===== src/rtl/mem_arb_pkg.sv =====
// Shared types and defaults for the memory port arbiter between the CPU
// control unit and the debug/loader port.
package mem_arb_pkg;

    localparam int ADDR_W_DEF   = 8;
    localparam int DATA_W_DEF   = 8;
    localparam int MAX_WAIT_DEF = 4;
    localparam int WAIT_W       = 3;

    typedef enum logic {
        ST_IDLE     = 1'b0,
        ST_DBG_RESP = 1'b1
    } arb_state_t;

endpackage


===== src/rtl/mem_arb_starve_ctr.sv =====
// Saturating count of IDLE cycles in which a pending debug request was denied;
// cleared whenever the debug port is granted.
module mem_arb_starve_ctr
    import mem_arb_pkg::*;
#(
    parameter int MAX_WAIT = MAX_WAIT_DEF
) (
    input  logic              clock,
    input  logic              reset,
    input  logic              inc,
    input  logic              clr,
    output logic [WAIT_W-1:0] wait_cnt
);

    localparam logic [WAIT_W-1:0] SAT = WAIT_W'(MAX_WAIT);

    always_ff @(posedge clock or negedge reset) begin
        if (!reset) begin
            wait_cnt <= '0;
        end else if (clr) begin
            wait_cnt <= '0;
        end else if (inc && (wait_cnt < SAT)) begin
            wait_cnt <= wait_cnt + WAIT_W'(1);
        end
    end

endmodule


===== src/rtl/mem_arbiter.sv =====
// Arbitrates one single-port synchronous memory between the CPU control unit
// and a debug/loader port, forcing debug through after MAX_WAIT denied cycles.
module mem_arbiter
    import mem_arb_pkg::*;
#(
    parameter int ADDR_W   = ADDR_W_DEF,
    parameter int DATA_W   = DATA_W_DEF,
    parameter int MAX_WAIT = MAX_WAIT_DEF
) (
    input  logic              clock,
    input  logic              reset,
    input  logic              cpu_rd,
    input  logic              cpu_wr,
    input  logic [ADDR_W-1:0] cpu_addr,
    input  logic [DATA_W-1:0] cpu_wdata,
    output logic              cpu_stall,
    input  logic              dbg_halt,
    input  logic              dbg_req,
    input  logic              dbg_we,
    input  logic [ADDR_W-1:0] dbg_addr,
    input  logic [DATA_W-1:0] dbg_wdata,
    output logic              dbg_ack,
    output logic [DATA_W-1:0] dbg_rdata,
    output logic [ADDR_W-1:0] mem_addr,
    output logic [DATA_W-1:0] mem_wdata,
    output logic              mem_we,
    input  logic [DATA_W-1:0] mem_rdata,
    output arb_state_t        arb_state,
    output logic [WAIT_W-1:0] wait_cnt
);

    localparam logic [WAIT_W-1:0] MAX_WAIT_C = WAIT_W'(MAX_WAIT);

    // Debug handshake: dbg_req is a level held by the requester until it sees
    // dbg_ack; the grant cycle N presents the access to memory, dbg_ack pulses
    // for exactly cycle N+1 (with read data), and a request still high in the
    // following IDLE cycle is a fresh request.
    arb_state_t state, state_nxt;
    logic       cpu_req;
    logic       dbg_grant;
    logic       cpu_own;
    logic       wait_inc;

    assign cpu_req   = cpu_rd | cpu_wr;
    assign arb_state = state;

    mem_arb_starve_ctr #(
        .MAX_WAIT (MAX_WAIT)
    ) u_starve_ctr (
        .clock    (clock),
        .reset    (reset),
        .inc      (wait_inc),
        .clr      (dbg_grant),
        .wait_cnt (wait_cnt)
    );

    always_ff @(posedge clock or negedge reset) begin
        if (!reset) begin
            state <= ST_IDLE;
        end else begin
            state <= state_nxt;
        end
    end

    // All outputs are gated by reset so they read 0 while it is asserted,
    // without waiting for a clock edge.
    always_comb begin
        state_nxt = state;
        dbg_grant = 1'b0;
        wait_inc  = 1'b0;
        cpu_own   = 1'b0;
        cpu_stall = 1'b0;
        dbg_ack   = 1'b0;
        dbg_rdata = '0;
        mem_addr  = '0;
        mem_wdata = '0;
        mem_we    = 1'b0;
        if (reset) begin
            case (state)
                ST_IDLE: begin
                    dbg_grant = dbg_req &&
                                (!cpu_req || dbg_halt || (wait_cnt == MAX_WAIT_C));
                    wait_inc  = dbg_req && !dbg_grant;
                    if (dbg_grant) begin
                        state_nxt = ST_DBG_RESP;
                    end
                end
                ST_DBG_RESP: begin
                    dbg_ack   = 1'b1;
                    dbg_rdata = mem_rdata;
                    state_nxt = ST_IDLE;
                end
            endcase

            cpu_own = cpu_req && !dbg_halt && !dbg_grant;

            if (dbg_grant) begin
                mem_addr  = dbg_addr;
                mem_wdata = dbg_wdata;
                mem_we    = dbg_we;
            end else if (cpu_own) begin
                // A simultaneous read+write performs the write only.
                mem_addr  = cpu_addr;
                mem_wdata = cpu_wdata;
                mem_we    = cpu_wr;
            end

            cpu_stall = cpu_req && !cpu_own;
        end
    end

endmodule


===== config.mk =====
export PLATFORM = sky130hd
export DESIGN_NAME = mem_arbiter
export DESIGN_NICKNAME = d
export VERILOG_FILES = /design/src/rtl/mem_arb_pkg.sv /design/src/rtl/mem_arb_starve_ctr.sv /design/src/rtl/mem_arbiter.sv
export SDC_FILE = /design/constraint.sdc
export NUM_CORES = 1
export LEC_CHECK = 0
export CAP_MARGIN = 20
export CORE_UTILIZATION = 29
export DETAILED_ROUTE_END_ITERATION = 6
export PLACE_DENSITY_LB_ADDON = 0.3
export SYNTH_ARGS = -nofsm -noshare
export SYNTH_HDL_FRONTEND = slang
export SYNTH_SLANG_ARGS = --single-unit

===== constraint.sdc =====
create_clock -name clock -period 2.1 [get_ports clock]
set_input_delay 0.42 -clock clock [delete_from_list [all_inputs] [get_ports clock]]
set_output_delay 0.42 -clock clock [all_outputs]
set_load 0.03 [all_outputs]

# Word-level counts from Yosys, hierarchy flattened
# Cells that the tools add are included.
# W data, S select, Z words.
word_totals:
  regBits: 4
  in_bits: 47
  out_inout_bits: 31
  elab_cells: 44
op_classes:
  add_sub_neg: 1
  n_lt_le_gt_ge: 1
  n_eq_ne: 1
  n_mux: 23
  bitwise: 2
  n_reduce_logical: 14
op_table:
  columns: ["operator", "n"]
  rows:
  - ["$mux W8", 8]
  - ["$mux W1", 12]
  - ["$logic_and A1 B1 Y1", 6]
  - ["$mux W3", 2]
  - ["$logic_not A1 Y1", 5]
  - ["$add A3 B1 Y3 const B", 1]
  - ["$eq A3 B3 Y1 const B", 1]
  - ["$lt A3 B3 Y1 const B", 1]
  - ["$logic_or A1 B1 Y1", 2]
  - ["$pmux W1 S2", 1]
  - ["$reduce_bool A2 Y1", 1]
  - ["$not A1 Y1", 1]
  - ["$or A1 B1 Y1", 1]

# Logic depth before layout (Yosys ltp)
# Gate-level depths: netlist of run 1.
depth:
  word_depth: 12
  mapped_depth: 6
  depth_no_buf: 4

# Cells and area by module
# From an unflattened synthesis of run 1, not the netlist that was laid out.
hier_totals:
  hier_cells: 96
  hier_area_um2: 700.7
modules_own_cells:
  columns: ["module", "n_inst", "cells_per_inst", "area_each_um2"]
  rows:
  - ["mem_arbiter", 1, 83, 543.0]
  - ["mem_arb_starve_ctr", 1, 13, 157.7]

# Worst setup path before layout of run 1
# Ideal clock, no wire load.
synth_timing:
  path_type: "reg2out"
  from: "reg u_starve_ctr.wait_cnt[0]"
  to: "out mem_addr[0]"
  arrival_time_ps: 1719
  required_time_ps: 1680
  slack_ps: -39
  stages_incl_launch_ff: 6
  n_path_buf: 1
  cell_sequence: "dfrtp_1 > inv_1 > ha_1 > a31o_1 > buf_6 > o22ai_1"
synth_between:
  elab_chain_cells: 10
synth_lines:
  columns: ["item", "line", "source"]
  rows:
  - ["from (decl)", "mem_arb_starve_ctr.sv:12", "output logic [WAIT_W-1:0] wait_cnt"]
  - ["from (signal assigned)", "mem_arb_starve_ctr.sv:23", "wait_cnt <= wait_cnt + WAIT_W'(1);"]
  - ["$eq A3 B3 Y1 *", "mem_arbiter.sv:82", "(!cpu_req || dbg_halt || (wait_cnt == MAX_WAIT_C));"]
  - ["$logic_or A1 B1 Y1 *", "mem_arbiter.sv:82", null]
  - ["$logic_and A1 B1 Y1 *", "mem_arbiter.sv:81", "dbg_grant = dbg_req &&"]
  - ["$mux W1 *", "mem_arbiter.sv:79", "case (state)"]
  - ["$mux W1 *", "mem_arbiter.sv:78", "if (reset) begin"]
  - ["$logic_not A1 Y1", "mem_arbiter.sv:95", "cpu_own = cpu_req && !dbg_halt && !dbg_grant;"]
  - ["$logic_and A1 B1 Y1", "mem_arbiter.sv:95", null]
  - ["$mux W8", "mem_arbiter.sv:101", "end else if (cpu_own) begin"]
  - ["$mux W8 *", "mem_arbiter.sv:97", "if (dbg_grant) begin"]
  - ["$mux W8 *", "mem_arbiter.sv:78", null]
  - ["to (decl)", "mem_arbiter.sv:24", "output logic [ADDR_W-1:0] mem_addr,"]
# Mark *: on every way between the ends. The rest lies on a longest branch, timed or not. The select of a mux whose other input is x is not followed.

# Final worst setup path of run 1
layout_timing:
  from: "reg u_starve_ctr.wait_cnt[0]"
  to: "out mem_addr[1]"
# The elaborated chain is that of the path after synthesis.

==> results of run 1 <==
-- final timing paths --
path,slack (ps),end,cells after the start
max,70,mem_addr[1],6
min,310,arb_state,2
max reg2reg,600,u_starve_ctr.wait_cnt[0],5
min reg2reg,550,u_starve_ctr.wait_cnt[1],1
max in group asynchronous,1660,arb_state,2
min in group clock,550,u_starve_ctr.wait_cnt[1],1
-- critical path: cells and delay by family, from the launching register on --
kind,cells,cell delay (ps)
AO/OA/AOI/OAI,2,370
adder cells (fa/ha/maj),1,230
buffers and inverters,3,370
flip-flops,1,390
-- cell families after synthesis --
kind of cell,Yosys count,synth area share
compound gates,26,0.349
fa+ha+maj,2,0.0331
buf+inv,15,0.154
flops,4,0.132
mux,1,0.0149
simple gates,48,0.317
-- layer usage --
metal | wire length (microns) | track usage | up-vias
met1 | 1160 | 0.219 | 495
met5 | 0 | 0 | -
li1 | - | - | 515
met4 | 38 | 0.0570 | 0
met3 | 135 | 0.0431 | 4
met2 | 1650 | 0.369 | 25
-- area by class of cell --
class | instances | area (sq um)
multi-input combinational | 77 | 577
timing repair buffer | 88 | 896
inverter | 4 | 15.0
tap | 30 | 37.5
fill | 203 | 828
clock buffer | 3 | 22.5
sequential | 4 | 101
-- registers in the layout, summed over array words and instances, names as in the netlist --
name and count:
u_starve_ctr.wait_cnt 3, arb_state 1
-- stage by stage --
step / setup TNS, ps / power (uW) / setup slack [ps]
3_3_place_gp: -224 / 571 / -32.0
6_report: 0 / 732 / 74.1
5_1_grt: 0 / 772 / 9.53
3_5_place_dp: -783 / 584 / -85.3
2_1_floorplan: -273 / 375 / -39.0
4_1_cts: 0 / 728 / 66.1
-- cell usage in the layout, fill, tap and decap left out, types with 3 or more instances in the layout --
| cell type | Yosys | routed |
|---|---|---|
| clkdlybuf4s50_1 | 0 | 45 |
| buf_4 | 1 | 24 |
| nand3_1 | 18 | 18 |
| nand2_1 | 17 | 17 |
| o22ai_2 | 10 | 14 |
| and3_1 | 8 | 8 |
| buf_6 | 5 | 8 |
| inv_1 | 4 | 4 |
| o22ai_1 | 8 | 4 |
| dlygate4sd2_1 | 0 | 4 |
| clkbuf_4 | 0 | 3 |
| buf_12 | 1 | 3 |
| dfrtp_1 | 4 | 3 |
-- what timing repair did --
item,4_1_cts,5_1_grt
setup buffers,1,0
setup endpoints to repair,17,7
resized for setup,22,2
pin swaps,1,0
hold buffers,0,0
cloned,2,1
-- power groups by stage --
stage	registers [uW]	clock network (uW)	logic, uW
2_1_floorplan	135	0	240
3_3_place_gp	113	0	458
3_5_place_dp	114	0	470
4_1_cts	114	100	514
5_1_grt	118	105	549
6_report	115	98.1	518
==> impl_metrics.json, run 1 <==
{
  "routabilityCongestion": 0.673,
  "drv_cap": 0,
  "design.core.area_sq_um": 2480,
  "yosysMostFrequentCell": "nand3_1",
  "synthFlopType": "dfrtp_1",
  "crit_path_cell_trace": "inv_1, ha_2, a31o_4, buf_6, o22ai_1, buf_4",
  "fin_area_sq_um": 1650,
  "fin_util": 0.666,
  "grt_first_pass_wirelength_microns": 4050,
  "antenna_found_initial": 0,
  "whs_ps": 305,
  "die_w_microns": 53.1,
  "worst_pin_slew_ps": 317,
  "hpwlAfterDp_microns": 2030,
  "die_h_microns": 53.1,
  "cpPeakStageDelay_ps": 390,
  "drtIter0Drc": 20,
  "yosys_warnings": 0,
  "yosys-top-cells-area": "o22ai_2, dfrtp_1, nand3_1",
  "worst_ep_required_time_ps": 1680,
  "synth_edf_count": 0,
  "status": "complete, no violations",
  "path_clk_slew_ps": 40,
  "combPwrFrac": 0.708,
  "grt_overflow": 0,
  "setup-violations-final": 0,
  "num_antenna_cells": 0,
  "ir_drop_v": 0.000505,
  "hold_viol_final": 0,
  "worstPathArrival_ps": 1610,
  "critical_path.startpoint_type": "flop",
  "netlist_instances": 96,
  "remaining_drc_errors": 0,
  "grt_use_total": 0.197,
  "fin_nets": 227,
  "io-pin-count": 78,
  "cts_sinks": 4,
  "path_class": "reg2out",
  "ant_nets": 0,
  "slowest_stage": "dfrtp_1",
  "crit_fanout": 5,
  "die_area_sq_um": 2820,
  "hold_path_class": "in2async",
  "power_frac_seq": 0.157,
  "cts_tree": "yes",
  "clockPowerShare": 0.134,
  "syn2layout_area_growth_pct": 118,
  "yosysTopAreaCellShare": 0.165,
  "cts_buffer_depth": 2,
  "wl_per_cell_microns": 14.5,
  "portBuffers": 77,
  "fin_crit_ps": 2030,
  "fmax_mhz": 494,
  "yosysSeqAreaShare": 0.132,
  "root_buffer": "clkbuf_4",
  "stdcell_count": 206,
  "rsz0062_at_grt": "no",
  "yosysTopAreaCell": "o22ai_2",
  "grt_max_degree": 53,
  "leakage_uw": 0.000729,
  "async_flop_share": 1.00,
  "synth.avg_cell_area_sq_um": 7.89,
  "via_per_inst": 5.04,
  "slew_headroom": 0.788,
  "wirelength_microns": 2980,
  "first_global_vias": 920,
  "powerDensity_nw_per_um2": 444,
  "h-tree-depth": 1,
  "synth_common_cells": "nand3_1, nand2_1, o22ai_2",
  "worstSkewPairLatency_ps": 240,
  "ys_ff_latch": 4,
  "syn_nets": 145,
  "internal-power_uw": 417,
  "crit_start": "u_starve_ctr.wait_cnt[0]",
  "p_sw_uw": 315,
  "timing.final.crit_share": 0.965,
  "cp-end-kind": "primary output",
  "first_pass_iters": 4,
  "synth_cell_types": 27,
  "initial_core_util": 0.306,
  "syn_area_sq_um": 757,
  "drive_gt1_frac": 0.358,
  "slew_violations": 0,
  "sw_frac_of_total": 0.430,
  "crit-reg2reg-launch": "arb_state",
  "cts_made_buffers": 3,
  "vias": 1039,
  "fp-row-count": 18,
  "place_inst": 199,
  "placed_cell_area_sq_um": 1490,
  "timing.clock.skew_ps": 4.97
}
Power figures use the tool's default switching activity.
==> run 2, diff against run 1 <==
Settings changed: SLEW_MARGIN set to 20.
==> results of run 2 <==
The final DEF is identical to that of run 1; final timing and power are the same.
